## config.mk

```make
export PLATFORM = sky130hd
export DESIGN_NAME = fifo_drain_uart_tx
export DESIGN_NICKNAME = d
export VERILOG_FILES = /design/src/rtl/fifo_drain_uart_tx_pkg.sv /design/src/rtl/uart_baud_tick.sv /design/src/rtl/fifo_drain_uart_tx.sv
export SDC_FILE = /design/constraint.sdc
export NUM_CORES = 1
export LEC_CHECK = 0
export CORE_UTILIZATION = 55
export DETAILED_ROUTE_END_ITERATION = 8
export GPL_TIMING_DRIVEN = 0
export PLACE_DENSITY = 0.79
export SYNTH_ARGS = -nofsm -noshare
export SYNTH_HDL_FRONTEND = slang
export SYNTH_SLANG_ARGS = --single-unit
```

## constraint.sdc

```tcl
create_clock -name clk -period 3.2 [get_ports clk]
set_input_delay 0.32 -clock clk [delete_from_list [all_inputs] [get_ports clk]]
set_output_delay 0.32 -clock clk [all_outputs]
set_load 0.02 [all_outputs]
```

## src/rtl/fifo_drain_uart_tx_pkg.sv

```systemverilog
// Shared types for the FIFO-draining UART transmitter.
// Holds the frame FSM states and parity-mode codes.
package fifo_drain_uart_tx_pkg;

  typedef enum logic [2:0] {
    IDLE,
    START,
    DATA,
    PAR,
    STOP
  } state_e;

  localparam int PAR_NONE = 0;
  localparam int PAR_EVEN = 1;
  localparam int PAR_ODD  = 2;

endpackage

```

## src/rtl/uart_baud_tick.sv

```systemverilog
// Bit-period counter: runs 0..DIV-1 and ticks on the last count.
// A restart forces the count back to zero for the next cycle.
module uart_baud_tick #(
  parameter int DIV = 4
) (
  input  logic clk,
  input  logic rst,
  input  logic restart,
  output logic tick
);

  localparam int CW = $clog2(DIV);
  localparam logic [CW-1:0] LAST = CW'(DIV - 1);

  logic [CW-1:0] cnt_q;
  logic [CW-1:0] cnt_d;

  assign tick = (cnt_q == LAST);

  always_comb begin
    cnt_d = cnt_q + 1'b1;
    if (restart || tick) cnt_d = '0;
  end

  always_ff @(posedge clk) begin
    if (rst) cnt_q <= '0;
    else     cnt_q <= cnt_d;
  end

endmodule

```

## src/rtl/fifo_drain_uart_tx.sv

```systemverilog
// UART transmitter that pops bytes from a FWFT FIFO and sends them
// back to back as 8N1 or 8E1/8O1 frames.
module fifo_drain_uart_tx
  import fifo_drain_uart_tx_pkg::*;
#(
  parameter int CLOCK_FREQ = 62500000,
  parameter int BAUD       = 115200,
  parameter int PARITY     = 0
) (
  input  logic       clk,
  input  logic       rst,
  input  logic       enable,
  input  logic       fifo_empty,
  input  logic [7:0] fifo_dout,
  output logic       fifo_deq,
  output logic       tx,
  output logic       busy,
  output logic       frame_done
);

  localparam int DIV = CLOCK_FREQ / BAUD;

  if (DIV < 2) begin : g_div_chk
    $error("fifo_drain_uart_tx: CLOCK_FREQ/BAUD must be >= 2");
  end

  state_e     state_q, state_d;
  logic [2:0] bit_q, bit_d;
  logic [7:0] data_q, data_d;
  logic       tx_q, tx_d;
  logic       busy_q, busy_d;
  logic       tick;
  logic       load;
  logic       restart;
  logic       par_bit;

  // A new word may be taken only from IDLE or the final STOP cycle.
  assign load = enable && !fifo_empty && !rst &&
                ((state_q == IDLE) ||
                 ((state_q == STOP) && tick));

  assign restart = load || (state_q == IDLE);

  uart_baud_tick #(
    .DIV(DIV)
  ) u_tick (
    .clk    (clk),
    .rst    (rst),
    .restart(restart),
    .tick   (tick)
  );

  always_ff @(posedge clk) begin
    if (rst) begin
      state_q <= IDLE;
      bit_q   <= '0;
      data_q  <= '0;
      tx_q    <= 1'b1;
      busy_q  <= 1'b0;
    end else begin
      state_q <= state_d;
      bit_q   <= bit_d;
      data_q  <= data_d;
      tx_q    <= tx_d;
      busy_q  <= busy_d;
    end
  end

  always_comb begin
    state_d = state_q;
    bit_d   = bit_q;
    data_d  = data_q;
    if (load) data_d = fifo_dout;
    unique case (state_q)
      IDLE: if (load) state_d = START;
      START: begin
        if (tick) begin
          state_d = DATA;
          bit_d   = '0;
        end
      end
      DATA: begin
        if (tick) begin
          bit_d = bit_q + 3'd1;
          if (bit_q == 3'd7)
            state_d = (PARITY != PAR_NONE) ? PAR : STOP;
        end
      end
      PAR:  if (tick) state_d = STOP;
      STOP: if (tick) state_d = load ? START : IDLE;
      default: state_d = IDLE;
    endcase
  end

  // tx is computed from next-state values so the line is a flop output.
  always_comb begin
    par_bit = (^data_d) ^ (PARITY == PAR_ODD);
    tx_d    = 1'b1;
    busy_d  = (state_d != IDLE);
    unique case (state_d)
      IDLE:    tx_d = 1'b1;
      START:   tx_d = 1'b0;
      DATA:    tx_d = data_d[bit_d];
      PAR:     tx_d = par_bit;
      STOP:    tx_d = 1'b1;
      default: tx_d = 1'b1;
    endcase
  end

  assign fifo_deq   = load;
  assign frame_done = (state_q == STOP) && tick;
  assign tx         = tx_q;
  assign busy       = busy_q;

endmodule

```

==> results.md, run 1 <==
- RePlAce Congestion: 0.813
- Maximum vdd drop: 0.000254 V
- Post-synth EDFFs: 0
- Site Rows: 18
- Sequential area share after synthesis: 35.5%
- Crit Path Category: flop to primary output
- Fraction of registers with async set or reset after synthesis: 0%
- Area of the multi-input gates: 893 um^2
- Max Slew Vio Count: 0
- Maximum Capacitance Violations: 0
- Crit path launch type: flop
- Min Tclk post-route: 3.04 ns
- NumNets Final: 208
- Iter 0 DRT Violations: 29
- Worst-Skew Late Latency: 0.32 ns
- Final ANT Viol Nets: 0
- FILL cells: 228
- Largest net degree at the start of global routing: 16
- Area growth, synth to finish: 16.2%
- Post-CTS setup buffers: 0
- Via count: 1271
- Status: finished clean
- Hold_buf cts: 0
- H-tree levels: 1
- # port buffers: 14
- Finished Core Util: 68.1%
- Main synth FF type: dfxtp_1
- # diodes: 0
- Detailed Routing Iterations Pass 1: 4
- Final instance area: 1700 um^2
- Period utilization: 95.1%
- Mapped Nets: 189
- Post-Syn Area: 1470 um^2
- First-pass GRT wire length: 5.11 mm
- CTS max path bufs: 2
- PD cells: 387 nW/um^2
- Leak: 0.604 nW
- Final setup fails: 0
- # DRC: 0
- Max transition margin: 68.4%
- Area post-placement: 1640 um^2
- Synth Warn #: 0
- Final hold vios: 0
- Non-Filler Instances: 220
- Share of layout cells above drive strength 1: 11.1%
- Worst min path class: input pin to flop
- Die X: 53.6 um
- CTS tree: done
- Skew final: 0.0152 ns
- Total gr overflow: 0
- Die ar.: 2870 um^2
- Die H: 53.6 um
- CTS Buf Count: 3
- IO Pins: 16
- CP max-delay cell: clkdlybuf4s50_1
- Vias in the first global route: 1224
- Reg area: 522 um^2
- Initial antenna violation count: 0
- Critical path endpoint category: primary output
- Routed len/inst: 13.8 um
- Avg Cell Area, Syn: 8.52 um^2
- Setup TNS Final: 0 ns
- Cells after DPL: 216
- Root Buffer: clkbuf_4
- Core box area: 2500 um^2
- Global-route usage over all layers: 24.0%
- Detailed Place HPWL: 2.29 mm
- Unique masters post-synth: 45
- Initial core utilization: 58.6%
- Via/cell ratio: 5.78
- Max incr delay on CP: 0.60 ns
- Crit path DAT: 2.72 ns
- Routed WL: 3.04 mm
- Hold Slack: 0.394 ns
- Yosys reg bits: 26
- Slew @ Worst Pin: 0.473 ns
- RSZ-0062 raised after global routing: false
- CP Max Fanout: 10
- Clock sinks: 26
- Worst endpoint required time: 2.88 ns
- CP Cell Sequence: ha_1 > or2b_2 > o31a_1 > or2_1 > buf_6 > clkinv_4 > clkdlybuf4s50_1
- Post-synthesis instance total: 172
- Clock transition at the registers of the reported paths: 0.15 ns
- Fmax: 0.329 GHz
[per-stage QoR]
| stage | power, mW | setup slack [ns] |
|---|---|---|
| after floorplan | 0.408 | 0.442 |
| after global placement | 0.436 | 0.155 |
| after detailed placement | 0.440 | 0.0574 |
| after CTS | 0.663 | 0.00658 |
| after global routing | 0.686 | 0.0387 |
| final | 0.659 | 0.158 |
[power breakdown]
| part | internal, mW | switching (mW) | leakage, nW | total (mW) |
|---|---|---|---|---|
| Clock | 0.127 | 0.0991 | 0.0279 | 0.226 |
| Combinational | 0.0490 | 0.0459 | 0.366 | 0.0949 |
| Sequential | 0.332 | 0.00651 | 0.211 | 0.339 |
[sequential cells by signal, summed over array words and instances (netlist names)]
name          count
state_q           3
data_q            8
u_tick.cnt_q     10
bit_q             3
busy              1
tx                1
[cells by family (layout without fill, tap and decap cells)]
kind of cell               Yosys count  after routing  share of synthesized area [%]
AOI/OAI and AO/OA                   31             31                           13.7
xor gates and xnor gates            22             22                           13.2
adders and majority gates            5              5                           4.27
buffers and inverters               11             29                           3.93
DFF                                 26             26                           35.5
muxes                                2              2                           2.22
and+or+nand+nor                     75             75                           27.2
[cell type report]
class                           instances  share of cell area (%)
Tap cell                               30                    2.20
Multi-Input combinational cell        135                    52.5
Timing Repair Buffer                   14                    8.23
Clock inverter                          1                    1.76
Sequential cell                        26                    30.6
Inverter                                4                    1.18
Clock buffer                            3                    1.32
Buffer                                  7                    2.20
[worst paths after layout]
check                        from          to  slack [ns]  cells after the start
hold / removal                rst  state_q[1]        0.39                      2
hold reg to reg         data_q[3]   data_q[3]        0.50                      2
setup reg to reg  u_tick.cnt_q[2]          tx        0.23                     10
setup / recovery  u_tick.cnt_q[0]    fifo_deq        0.16                      7
[per-layer routing]
layer  GRT usage [%]  up-vias  share of wire, %
li1                -      640                 -
met2            41.5       26                48
met4            7.02        0              0.82
met1            30.9      599                48
met5               0        -                 0
met3            3.39        6               2.8
[cells in the mapped netlist, types with 2 or more instances]
cell type  instances  area (um^2)
a31oi_1            3         18.8
or3b_1             2         17.5
clkbuf_1           5         18.8
inv_1              3         11.3
a21oi_1           12         60.1
o21ai_0            4         20.0
ha_1               5         62.6
xor2_1             7         61.3
xnor2_1           15          131
nand2_1           19         71.3
o41ai_1            2         17.5
nand4_1            2         12.5
nor2_1            20         75.1
nand3_1           10         50.1
nor2b_1            3         18.8
o211ai_1           2         15.0
or3b_2             2         17.5
and3_1             3         18.8
nor3_1             2         10.0
dfxtp_1           26          521
[worst max-delay path, delay by kind of cell, from the launching register on]
family / cells / cell delay (ns)
simple gates: 2 / 0.59
buf+inv: 3 / 0.83
compound gates: 1 / 0.36
fa+ha+maj: 1 / 0.19
flops: 1 / 0.43
[timing repair]
item | 4_1_cts | 5_1_grt
endpoints found under the hold margin | 0 | 0
setup endpoints to repair | 0 | 2
resized for setup | 0 | 3
[cell usage in the layout, fill, tap and decap left out, types with 4 or more instances in the layout]
cell type / synthesis / routed
a21oi_1: 12 / 11
clkbuf_1: 5 / 5
clkdlybuf4s50_1: 0 / 14
dfxtp_1: 26 / 25
ha_1: 5 / 5
nand2_1: 19 / 19
nand3_1: 10 / 10
nor2_1: 20 / 20
o21ai_0: 4 / 4
xnor2_1: 15 / 15
xor2_1: 7 / 7
(Power assumes the default switching activity.)
==> inputs of run 2 (changes only) <==
==> constraint.sdc (replaced) <==
create_clock -name clk -period 3.14 [get_ports clk]
set_input_delay 0.314 -clock clk [delete_from_list [all_inputs] [get_ports clk]]
set_output_delay 0.314 -clock clk [all_outputs]
set_load 0.02 [all_outputs]
==> results.md, run 2 (same netlist as run 1, synthesis figures left out) <==
- Status: finished clean
- Initial antenna violation count: 0 (unchanged)
- CP Cell Sequence: ha_1 > nor2b_2 > nand3_2 > ha_1 > or3b_2 > a21oi_2 > nor2_1 > mux4_2 > or3b_1 > o211ai_2
- Site Rows: 18 (unchanged)
- Clock sinks: 26 (unchanged)
- Critical R2R Capture: tx
- Maximum vdd drop: 0.000243 V (-4.2%)
- R2R Path Start: u_tick.cnt_q[0]
- IO Pins: 16 (unchanged)
- Worst endpoint required time: 3.39 ns (+0.51 ns)
- Setup TNS Final: 0 ns (unchanged)
- Max incr delay on CP: 0.45 ns (-0.15 ns)
- Min-Delay Endpoint: state_q[1]
- Crit Path Category: flop to flop
- Commonest non-fill, non-tap cell in the layout: dfxtp_1
- RePlAce Congestion: 0.813 (unchanged)
- Post-CTS sizing: 1 (+1)
- Maximum Capacitance Violations: 0 (unchanged)
- Critical path endpoint category: flop
- Worst-Skew Late Latency: 0.32 ns (about the same)
- Min-delay src: rst
- Buffer and inverter count on the worst path: 0 (-3)
- Post-CTS setup buffers: 0 (unchanged)
- Vias in the first global route: 1224 (unchanged)
- Largest net degree at the start of global routing: 16 (unchanged)
- Max transition margin: 68.6% (+0.20 points)
- Detailed Place HPWL: 2.29 mm (unchanged)
- Area post-placement: 1640 um^2 (unchanged)
- Clock transition at the registers of the reported paths: 0.15 ns (about the same)
- CTS max path bufs: 2 (unchanged)
- Hold Slack: 0.390 ns (-0.00453 ns)
- Via count: 1265 (-0.47%)
- Core box area: 2500 um^2 (unchanged)
- Final setup fails: 0 (unchanged)
- Cell depth of the worst hold path: 2 (unchanged)
- Via/cell ratio: 5.78 (about the same)
- Detailed Routing Iterations Pass 1: 4 (unchanged)
- H-tree levels: 1 (unchanged)
- Worst min path class: input pin to flop
- Fmax: 0.341 GHz
- CTS Buf Count: 3 (unchanged)
- FILL cells: 228 (unchanged)
- Hold_buf cts: 0 (unchanged)
- CP Max Fanout: 7 (-3)
- DP Worst Slack: -0.00262 ns (-0.0600 ns)
- CTS tree: done
- RSZ-0062 raised after global routing: false
- Cells after DPL: 216 (unchanged)
- # diodes: 0 (unchanged)
- Leak: 0.620 nW (+2.6%)
- Non-Filler Instances: 219 (-0.45%)
- Routed len/inst: 13.9 um (+1.0%)
- Fin worst setup slack: 0.209 ns (+0.0507 ns)
- Period utilization: 93.4%
- Reg2reg setup slack: 0.21 ns (-0.02 ns)
- Final hold vios: 0 (unchanged)
- Final ANT Viol Nets: 0 (unchanged)
- # DRC: 0 (unchanged)
- CP delay by family, top: simple AND/OR/NAND/NOR gates
- R2R cell count: 10 (unchanged)
- Area growth, synth to finish: 16.7%
- Iter 0 DRT Violations: 26 (-10%)
- Max reg flops: 10 (unchanged)
- Most frequent CP cell: ha_1
- # port buffers: 14 (unchanged)
- Biggest register: u_tick.cnt_q
- Most frequent cells in the layout: dfxtp_1 (25), nor2_1 (20), nand2_1 (19)
- Share of layout cells above drive strength 1: 11.1% (+0.058 points)
- Root Buffer: clkbuf_4
- First-pass GRT wire length: 5.11 mm (unchanged)
- Max Slew Vio Count: 0 (unchanged)
- Die X: 53.6 um (unchanged)
- Biggest regs: u_tick.cnt_q: 10 flops, data_q: 8 flops
- Global-route usage over all layers: 24.0% (unchanged)
- Skew final: 0.0108 ns (-0.00437 ns)
- Die H: 53.6 um (unchanged)
- Min Tclk post-route: 2.93 ns
- Die ar.: 2870 um^2 (unchanged)
- PD cells: 392 nW/um^2 (+1.3%)
- Crit path DAT: 3.19 ns (+0.47 ns)
- NumNets Final: 207 (-0.48%)
- Final instance area: 1710 um^2 (+0.44%)
- Initial core utilization: 58.6% (unchanged)
- Crit path launch type: flop
- CP max-delay cell: or3b_2
- Total gr overflow: 0 (unchanged)
- Slew @ Worst Pin: 0.470 ns (-0.00296 ns)
- Routed WL: 3.06 mm (+0.56%)
[run 2: changes by cell type in the layout (fill, tap and decap cells not counted), sizes merged]
cell	delta
clkbuf	-1
clkdlybuf4s50	-1
dlymetal6s2s	+1
[run 2: metrics by stage]
step	power [mW]	util, %
floorplan	0.416	-
global placement	0.444	65.7
detailed placement	0.448	65.7
CTS	0.675	68.0
global route	0.699	68.4
finish	0.670	68.4
[run 2: how the worst max path moves through the flow]
stage | cells past startpoint | end | startpoint | slack, ns
after floorplan | 10 | tx | u_tick.cnt_q[0] | 0.38
after global placement | 10 | tx | u_tick.cnt_q[0] | 0.09
after detailed placement | 10 | tx | u_tick.cnt_q[0] | -0.003
after CTS | 7 | fifo_deq | u_tick.cnt_q[0] | 0.03
after global routing | 11 | tx | u_tick.cnt_q[1] | 0.01
final | 10 | tx | u_tick.cnt_q[0] | 0.21
[run 2: layout make-up]
class | instances | area (um^2) | area share, %
inverters | 4 | 20.0 | 1.17
clock buffers | 3 | 22.5 | 1.32
flip-flops and latches | 26 | 522 | 30.5
well taps | 30 | 37.5 | 2.19
multi-input cells | 135 | 902 | 52.7
plain buffers | 6 | 33.8 | 1.98
repair buffers | 14 | 143 | 8.34
clock inverters | 1 | 30.0 | 1.76
[run 2: power by group]
group	leakage, nW	switching (mW)	internal, mW
clock network	0.0279	0.100	0.129
logic	0.381	0.0466	0.0498
registers	0.211	0.00661	0.338
total	0.620	0.153	0.517
[run 2: routing by layer]
metal	track usage, %	part of all wire [%]	vias up
li1	-	-	637
met1	30.9	47	591
met2	41.5	49	31
met3	3.39	3.6	6
met4	7.02	0.82	0
met5	0	0	-
